<file path="src/rtl/irq_ctrl_wb_if.sv">
// Wishbone classic slave bus bundle for the interrupt controller.
// Signals: cyc/stb/we/adr/dat_i from master; dat_o/ack_o from slave.
interface irq_ctrl_wb_if;
    logic        wb_cyc_i;
    logic        wb_stb_i;
    logic        wb_we_i;
    logic [1:0]  wb_adr_i;
    logic [31:0] wb_dat_i;
    logic [31:0] wb_dat_o;
    logic        wb_ack_o;

    modport master (
        output wb_cyc_i, wb_stb_i, wb_we_i, wb_adr_i, wb_dat_i,
        input  wb_dat_o, wb_ack_o
    );

    modport slave (
        input  wb_cyc_i, wb_stb_i, wb_we_i, wb_adr_i, wb_dat_i,
        output wb_dat_o, wb_ack_o
    );
endinterface

</file>
<file path="src/rtl/irq_ctrl_wb.sv">
// Machine external interrupt controller with Wishbone register access.
// Ports: clk_i, reset_i (async, active high), src_i[NSRC] request lines,
//   irq_ack_i core acknowledge, meip_o to core, wb Wishbone slave bundle.
//   Registers: 0 ENABLE, 1 PENDING (W1C), 2 TRIGGER (1=edge), 3 CLAIM.
module irq_ctrl_wb #(
    parameter int NSRC = 16
) (
    input  logic            clk_i,
    input  logic            reset_i,
    input  logic [NSRC-1:0] src_i,
    input  logic            irq_ack_i,
    output logic            meip_o,
    irq_ctrl_wb_if.slave    wb
);

    typedef enum logic [1:0] {
        S_IDLE    = 2'd0,
        S_ASSERT  = 2'd1,
        S_SERVICE = 2'd2
    } state_t;

    state_t state_q, state_d;

    logic [NSRC-1:0] s1_q, s2_q, s3_q;
    logic [NSRC-1:0] en_q, en_d;
    logic [NSRC-1:0] pend_q, pend_d;
    logic [NSRC-1:0] trig_q, trig_d;
    logic [4:0]      id_q, id_d;
    logic            valid_q, valid_d;
    logic            meip_q, meip_d;
    logic            ack_q, ack_d;
    logic [31:0]     dat_q, dat_d;

    logic            access, wr, complete, claim, any_pe;
    logic [NSRC-1:0] pe, rise, w1c, claim_mask, wdat;
    logic [4:0]      win_id;
    logic            unused_dat;

    function automatic logic [31:0] zext(input logic [NSRC-1:0] v);
        zext = 32'(v);
    endfunction

    // A new access is one not already acked; effects land on the ack edge.
    assign access   = wb.wb_cyc_i & wb.wb_stb_i & ~ack_q;
    assign wr       = access & wb.wb_we_i;
    assign complete = wr & (wb.wb_adr_i == 2'd3);
    assign wdat     = wb.wb_dat_i[NSRC-1:0];

    if (NSRC < 32) begin : g_pad
        assign unused_dat = ^wb.wb_dat_i[31:NSRC];
    end else begin : g_nopad
        assign unused_dat = 1'b0;
    end

    assign pe     = pend_q & en_q;
    assign any_pe = |pe;
    assign rise   = s2_q & ~s3_q;

    // Lowest index wins: scan downwards so the last hit is the lowest.
    always_comb begin
        win_id = '0;
        for (int i = NSRC - 1; i >= 0; i--) begin
            if (pe[i]) win_id = 5'(i);
        end
    end

    // Claim/interrupt FSM
    always_comb begin
        state_d = state_q;
        id_d    = id_q;
        valid_d = valid_q;
        claim   = 1'b0;
        unique case (state_q)
            S_IDLE: begin
                if (any_pe) state_d = S_ASSERT;
            end
            S_ASSERT: begin
                if (irq_ack_i) begin
                    if (any_pe) begin
                        id_d    = win_id;
                        valid_d = 1'b1;
                        claim   = 1'b1;
                        state_d = S_SERVICE;
                    end else begin
                        valid_d = 1'b0;
                        state_d = S_IDLE;
                    end
                end else if (!any_pe) begin
                    state_d = S_IDLE;
                end
            end
            S_SERVICE: begin
                if (complete) begin
                    valid_d = 1'b0;
                    state_d = S_IDLE;
                end
            end
            default: state_d = S_IDLE;
        endcase
        meip_d = (state_d == S_ASSERT);
    end

    assign claim_mask = claim ? (NSRC'(1) << win_id) : '0;

    // Register file and bus response
    always_comb begin
        en_d   = en_q;
        trig_d = trig_q;
        w1c    = '0;
        dat_d  = '0;
        ack_d  = access;
        if (wr) begin
            unique case (wb.wb_adr_i)
                2'd0:    en_d   = wdat;
                2'd1:    w1c    = wdat;
                2'd2:    trig_d = wdat;
                default: ;
            endcase
        end
        if (access) begin
            unique case (wb.wb_adr_i)
                2'd0:    dat_d = zext(en_q);
                2'd1:    dat_d = zext(pend_q);
                2'd2:    dat_d = zext(trig_q);
                default: dat_d = {valid_q, 26'b0, id_q};
            endcase
        end
        // Edge bits: a rise beats any clear; level bits track the line.
        pend_d = (trig_q & ((pend_q & ~(w1c | claim_mask)) | rise))
               | (~trig_q & s2_q);
    end

    always_ff @(posedge clk_i or posedge reset_i) begin
        if (reset_i) begin
            state_q <= S_IDLE;
            s1_q    <= '0;
            s2_q    <= '0;
            s3_q    <= '0;
            en_q    <= '0;
            pend_q  <= '0;
            trig_q  <= '0;
            id_q    <= '0;
            valid_q <= 1'b0;
            meip_q  <= 1'b0;
            ack_q   <= 1'b0;
            dat_q   <= '0;
        end else begin
            state_q <= state_d;
            s1_q    <= src_i;
            s2_q    <= s1_q;
            s3_q    <= s2_q;
            en_q    <= en_d;
            pend_q  <= pend_d;
            trig_q  <= trig_d;
            id_q    <= id_d;
            valid_q <= valid_d;
            meip_q  <= meip_d;
            ack_q   <= ack_d;
            dat_q   <= dat_d;
        end
    end

    assign meip_o      = meip_q;
    assign wb.wb_ack_o = ack_q;
    assign wb.wb_dat_o = dat_q;

endmodule

</file>
<file path="src/flat_wrapper.sv">
// flat-port wrapper written by rule: the top's interface ports become plain ports
module irq_ctrl_wb_flat 
#(
    parameter int NSRC = 16
)
  (clk_i, reset_i, src_i, irq_ack_i, meip_o, wb_wb_cyc_i, wb_wb_stb_i, wb_wb_we_i, wb_wb_adr_i, wb_wb_dat_i, wb_wb_dat_o, wb_wb_ack_o);
  irq_ctrl_wb_if wb_i ();
  input  logic clk_i;
  input  logic reset_i;
  input  logic [NSRC-1:0] src_i;
  input  logic irq_ack_i;
  output logic meip_o;
  input wire logic [$bits(wb_i.wb_cyc_i)-1:0] wb_wb_cyc_i;
  input wire logic [$bits(wb_i.wb_stb_i)-1:0] wb_wb_stb_i;
  input wire logic [$bits(wb_i.wb_we_i)-1:0] wb_wb_we_i;
  input wire logic [$bits(wb_i.wb_adr_i)-1:0] wb_wb_adr_i;
  input wire logic [$bits(wb_i.wb_dat_i)-1:0] wb_wb_dat_i;
  output wire logic [$bits(wb_i.wb_dat_o)-1:0] wb_wb_dat_o;
  output wire logic [$bits(wb_i.wb_ack_o)-1:0] wb_wb_ack_o;
  assign wb_i.wb_cyc_i = wb_wb_cyc_i;
  assign wb_i.wb_stb_i = wb_wb_stb_i;
  assign wb_i.wb_we_i = wb_wb_we_i;
  assign wb_i.wb_adr_i = wb_wb_adr_i;
  assign wb_i.wb_dat_i = wb_wb_dat_i;
  assign wb_wb_dat_o = wb_i.wb_dat_o;
  assign wb_wb_ack_o = wb_i.wb_ack_o;
  irq_ctrl_wb #(.NSRC(NSRC)) u_core (.clk_i(clk_i), .reset_i(reset_i), .src_i(src_i), .irq_ack_i(irq_ack_i), .meip_o(meip_o), .wb(wb_i));
endmodule
</file>
<file path="config.mk">
export PLATFORM = sky130hd
export DESIGN_NAME = irq_ctrl_wb_flat
export DESIGN_NICKNAME = d
export VERILOG_FILES = /design/src/rtl/irq_ctrl_wb_if.sv /design/src/rtl/irq_ctrl_wb.sv /design/src/flat_wrapper.sv
export SDC_FILE = /design/constraint.sdc
export NUM_CORES = 1
export LEC_CHECK = 0
export CORE_UTILIZATION = 38
export DETAILED_ROUTE_END_ITERATION = 12
export SETUP_SLACK_MARGIN = 0.1
export SLEW_MARGIN = 25
export SYNTH_ARGS = -nofsm -noshare
export SYNTH_HDL_FRONTEND = slang
export SYNTH_SLANG_ARGS = --single-unit
export TNS_END_PERCENT = 100
</file>
<file path="constraint.sdc">
create_clock -name clk_i -period 5.1 [get_ports clk_i]
set_clock_uncertainty 0.2 [all_clocks]
set_input_delay 0.765 -clock clk_i [delete_from_list [all_inputs] [get_ports clk_i]]
set_output_delay 0.765 -clock clk_i [all_outputs]
set_load 0.01 [all_outputs]
</file>
Yosys cells after proc, flatten, opt, wreduce, memory -nomap -nowiden
Index checks and enable logic that the tools add are counted.
- register bits: 138
- input bits: 56
- logic and storage cells: 78
- equality and inequality tests: 8
- shift-type cells: 1
- multiplexer cells: 33
- bitwise operators: 16
- reduce and logical (&&, ||, !) cells: 8
- operators by type and width (kind ; count):
    $pmux W32 S3 ; 1
    $and A16 B16 Y16 ; 5
    $mux W4 ; 16
    $mux W16 ; 3
    $not A16 Y16 ; 3
    $or A16 B16 Y16 ; 3
    $mux W32 ; 1
    $reduce_or A16 Y1 ; 1
    $shl A1 B4 Y16 const A ; 1
    $mux W2 ; 5
    $eq A2 B1 Y1 const B ; 3
    $eq A2 B2 Y1 const B ; 3
    $pmux W2 S3 ; 1
    $reduce_and A3 Y1 ; 2
    $mux W1 ; 5
    $and A1 B1 Y1 ; 4
    $logic_not A2 Y1 ; 2
    $reduce_and A2 Y1 ; 2
    $ne A2 B1 Y1 const B ; 1
    $ne A2 B2 Y1 const B ; 1
    $pmux W1 S2 ; 1
    $reduce_bool A2 Y1 ; 1
    $not A1 Y1 ; 1

Logic depth before layout (Yosys ltp)
- word-level depth: 25
- depth in mapped cells: 7

Worst setup path before layout
No wires, ideal clock.
- path type: input port to flip-flop
- start: input wb_wb_adr_i[1]
- end: register u_core.trig_q[0]
- library setup time: 0.125 ns
- arrival time: 1.818 ns
- path slack: 2.957 ns
- cell stages on the path: 5
- cell sequence: nor2b_1 nor2b_1 buf_2 buf_2 mux2_2
- cells in the longest elaborated chain, start to end: 2
- RTL lines (element ; RTL line ; RTL):
    start, declared ; flat_wrapper.sv:16 ; input wire logic [$bits(wb_i.wb_adr_i)-1:0] wb_wb_adr_i;
    $eq A2 B2 Y1 ; irq_ctrl_wb.sv:113 ; unique case (wb.wb_adr_i)
    $reduce_and A2 Y1 (no line) ; -- ;
    end signal, assigned ; irq_ctrl_wb.sv:154 ; trig_q <= trig_d;
    end, declared ; irq_ctrl_wb.sv:27 ; logic [NSRC-1:0] trig_q, trig_d;
Every way passes these cells.
A chain may end at the register's enable or synchronous reset.

Worst setup path after layout
- start: input wb_wb_adr_i[0]
- end: register u_core.en_q[2]
- cells in the longest elaborated chain, start to end: 2
- RTL lines (element ; RTL line ; RTL):
    $logic_not A2 Y1 ; irq_ctrl_wb.sv:113 ;
    $reduce_and A2 Y1 (no line) ; -- ;
    end signal, assigned ; irq_ctrl_wb.sv:152 ; en_q <= en_d;
    end, declared ; irq_ctrl_wb.sv:25 ; logic [NSRC-1:0] en_q, en_d;
Every way passes these cells.

==> key figures <==
Run status
  – Status: complete, no violations

Timing
  – RSZ-0062 raised after global routing: no
  – Minimum clock period: 2.63 ns
  – Setup violators final: 0
  – Max Slew Vio Count: 0
  – Hold Vio Cnt, Final: 0
  – Headroom to the max-slew limit: 43.5%
  – Achievable Freq: 380 MHz
  – Setup TNS: 0 ns
  – Slew @ Worst Pin: 0.848 ns
  – WHS: 0.146 ns
  – Final period utilization: 51.6%

Routing
  – DRT antenna net count: 0
  – Metal3 WL: 605 um
  – Initial DRC Count: 156
  – Met1 Wirelength: 4810 um
  – DR vias: 3321
  – Drt first pass iters: 4
  – Top Metal Used: met4
  – Routed len/inst: 16.4 um
  – DRC: 0
  – Routed Wire Length: 10700 um
  – Routed length on met2: 5230 um
  – Vias/cell: 5.06

Layout
  – FILL cells: 1142
  – Most frequent cells in the layout: dfrtp_1 (122), clkdlybuf4s50_1 (58), nand2_1 (45)
  – N_diodes: 0
  – Multi-input gate area: 1780 um2
  – Register Area: 3050 um2
  – Commonest non-fill, non-tap cell in the layout: dfrtp_1
  – Layout cells sized above 1: 18.2%
  – Area grow syn2layout: 27.6%
  – Nets: 527

CTS
  – CTS root buffer: clkbuf_16
  – Post-CTS Resized: 0
  – CTS clock-pin slew for the worst setup and hold paths: 0.06 ns
  – Post-CTS setup buffers: 0
  – Clock sink count: 122
  – H-tree depth: 4
  – CTS Hold Bufs: 0
  – Number of buffers created by CTS: 17
  – TritonCTS clock tree: done
  – Worst skew pair latency: 0.41 ns
  – Maximum buffer depth of the clock tree: 2

Setup path
  – Slowest CP cell: or3_1
  – CP bufs+invs: 2
  – Crit end category: flop
  – Critical Path Max Stage Delay: 0.73 ns
  – Startpoint types: input pin
  – Crit path max-delay family: buffers and inverters
  – Crit Path Class: in -> reg
  – CP arrival: 2.73 ns
  – Cell Chain, Critical Path: clkdlybuf4s50_1, buf_4, or3_1, mux2_2
  – Data required, critical path: 5.20 ns
  – Max FO, Critical Path: 21

Global route
  – Vias in the first global route: 3348
  – Total track usage: 17.7%
  – GR Overflow Total: 0
  – First-pass GRT wire length: 17500 um
  – Antenna violations before repair: 0
  – Largest net degree at the start of global routing: 67

Synth
  – Number of synthesized flops with an enable pin: 0
  – Synth Cell Area: 4970 um2
  – Post-Synth XOR/XNOR Area: 0%
  – Register area share after synthesis: 61.4%
  – Largest family of logic cells by synthesized area: compound AO/OA/AOI/OAI gates
  – Post-synthesis cell count: 399
  – Async S/R FF share, synth: 100%
  – Top FF cell, synth: dfrtp_1
  – Avg Inst Size Synth: 12.5 um2
  – #FFs+latches synth: 122
  – Adder-Cell Fraction of Synth Area: 0%
  – Synth Area in Simple Gates: 10.1%
  – Synth warn: 0
  – Synth Area in Compound Gates: 13.1%
  – Count of cell types in the netlist: 46
  – Mux contribution to synthesized area: 11.5%

Pwr
  – Max VDD drop: 248 uV
  – Power Density: 483 nW/um2
  – Leakage Power: 2.73 nW

Floorplanning
  – FP Rows: 41
  – Core ar.: 12700 um2
  – Die Wd: 116 um
  – Top Ports: 90
  – Die height: 116 um
  – Initial Util: 39.2%
  – Die area: 13500 um2

Min path
  – Type of the most critical hold path: reg -> reg

Place
  – Detail Placement HPWL: 7070 um
  – Port bufs: 58
  – Routability Congestion: 0.802

Flow run
  – Max-Cap Viols: 0
-- sequential cells by signal, indices dropped and copies added (netlist names) --
name and cells:
u_core.wb.wb_ack_o 1, u_core.id_q 4, u_core.s2_q 16, u_core.valid_q 1, u_core.pend_q 16, u_core.meip_o 1
u_core.s1_q 16, u_core.trig_q 16, u_core.s3_q 16, u_core.state_q 2, u_core.wb.wb_dat_o 17, u_core.en_q 16
-- power breakdown --
group          total [mW]  switching, mW  internal, mW
registers            1.25          0.139          1.12
clock network        1.27          0.435         0.831
logic               0.541          0.292         0.249
total                3.06          0.866          2.20
-- final cells by class --
type,count,area share (%)
clock inverters,14,3.10
multi-input cells,260,28.1
flip-flops and latches,122,48.1
clock buffers,18,6.92
inverters,4,0.276
repair buffers,66,10.1
well taps,172,3.39
-- kinds of logic (layout without fill, tap and decap cells) --
group	after synthesis	after routing
mux	48	48
flops	122	122
other cells	1	15
buf+inv	31	102
simple gates	107	107
compound gates	90	90
-- cell usage after synthesis, types with 3 or more instances --
cell type    n  share of area, %
dfrtp_1    122                61
nand2_1     45               3.4
buf_4       16               2.4
clkbuf_1     5              0.38
and2_1       4              0.50
a22o_1       3              0.53
a21boi_0    11               1.7
mux4_2       4               1.8
mux2_2      32               7.2
o21ai_0      5              0.50
nor3_1       3              0.30
a21oi_1     22               2.2
a22oi_1      4              0.60
a32oi_1      7               1.2
buf_2        5              0.50
mux2i_1     12               2.4
nor2b_1      3              0.38
a31oi_1     22               2.8
nor2_1      36               2.7
inv_1        4              0.30
-- stage by stage --
stage	cells	setup slack [ns]	power [mW]	util [%]	instance area, um2
5_1_grt	656	2.40	3.20	50.1	6340
3_5_place_dp	624	2.05	1.81	45.0	5710
6_report	656	2.47	3.06	50.1	6340
2_1_floorplan	413	0.892	1.61	-	5020
3_3_place_gp	624	2.05	1.79	45.0	5710
4_1_cts	656	2.49	3.09	50.1	6340
-- layer usage --
layer  GRT usage, %  up-vias
met2           28.1       96
met3           5.66        8
li1               -     1559
met5              0        -
met4           6.67        0
met1           22.6     1658
-- worst paths after layout --
check | cells past startpoint | slack, ns | endpoint | start
min in group asynchronous | 2 | 0.65 | u_core.s1_q[9] | reset_i
max reg2reg | 5 | 2.89 | u_core.pend_q[6] | u_core.pend_q[4]
min | 0 | 0.15 | u_core.s2_q[15] | u_core.s1_q[15]
max | 4 | 2.47 | u_core.en_q[2] | wb_wb_adr_i[0]
max in group asynchronous | 3 | 3.14 | u_core.s2_q[1] | reset_i
min reg2reg | 0 | 0.15 | u_core.s2_q[15] | u_core.s1_q[15]
Note: power is estimated with default switching activity, not from simulation.
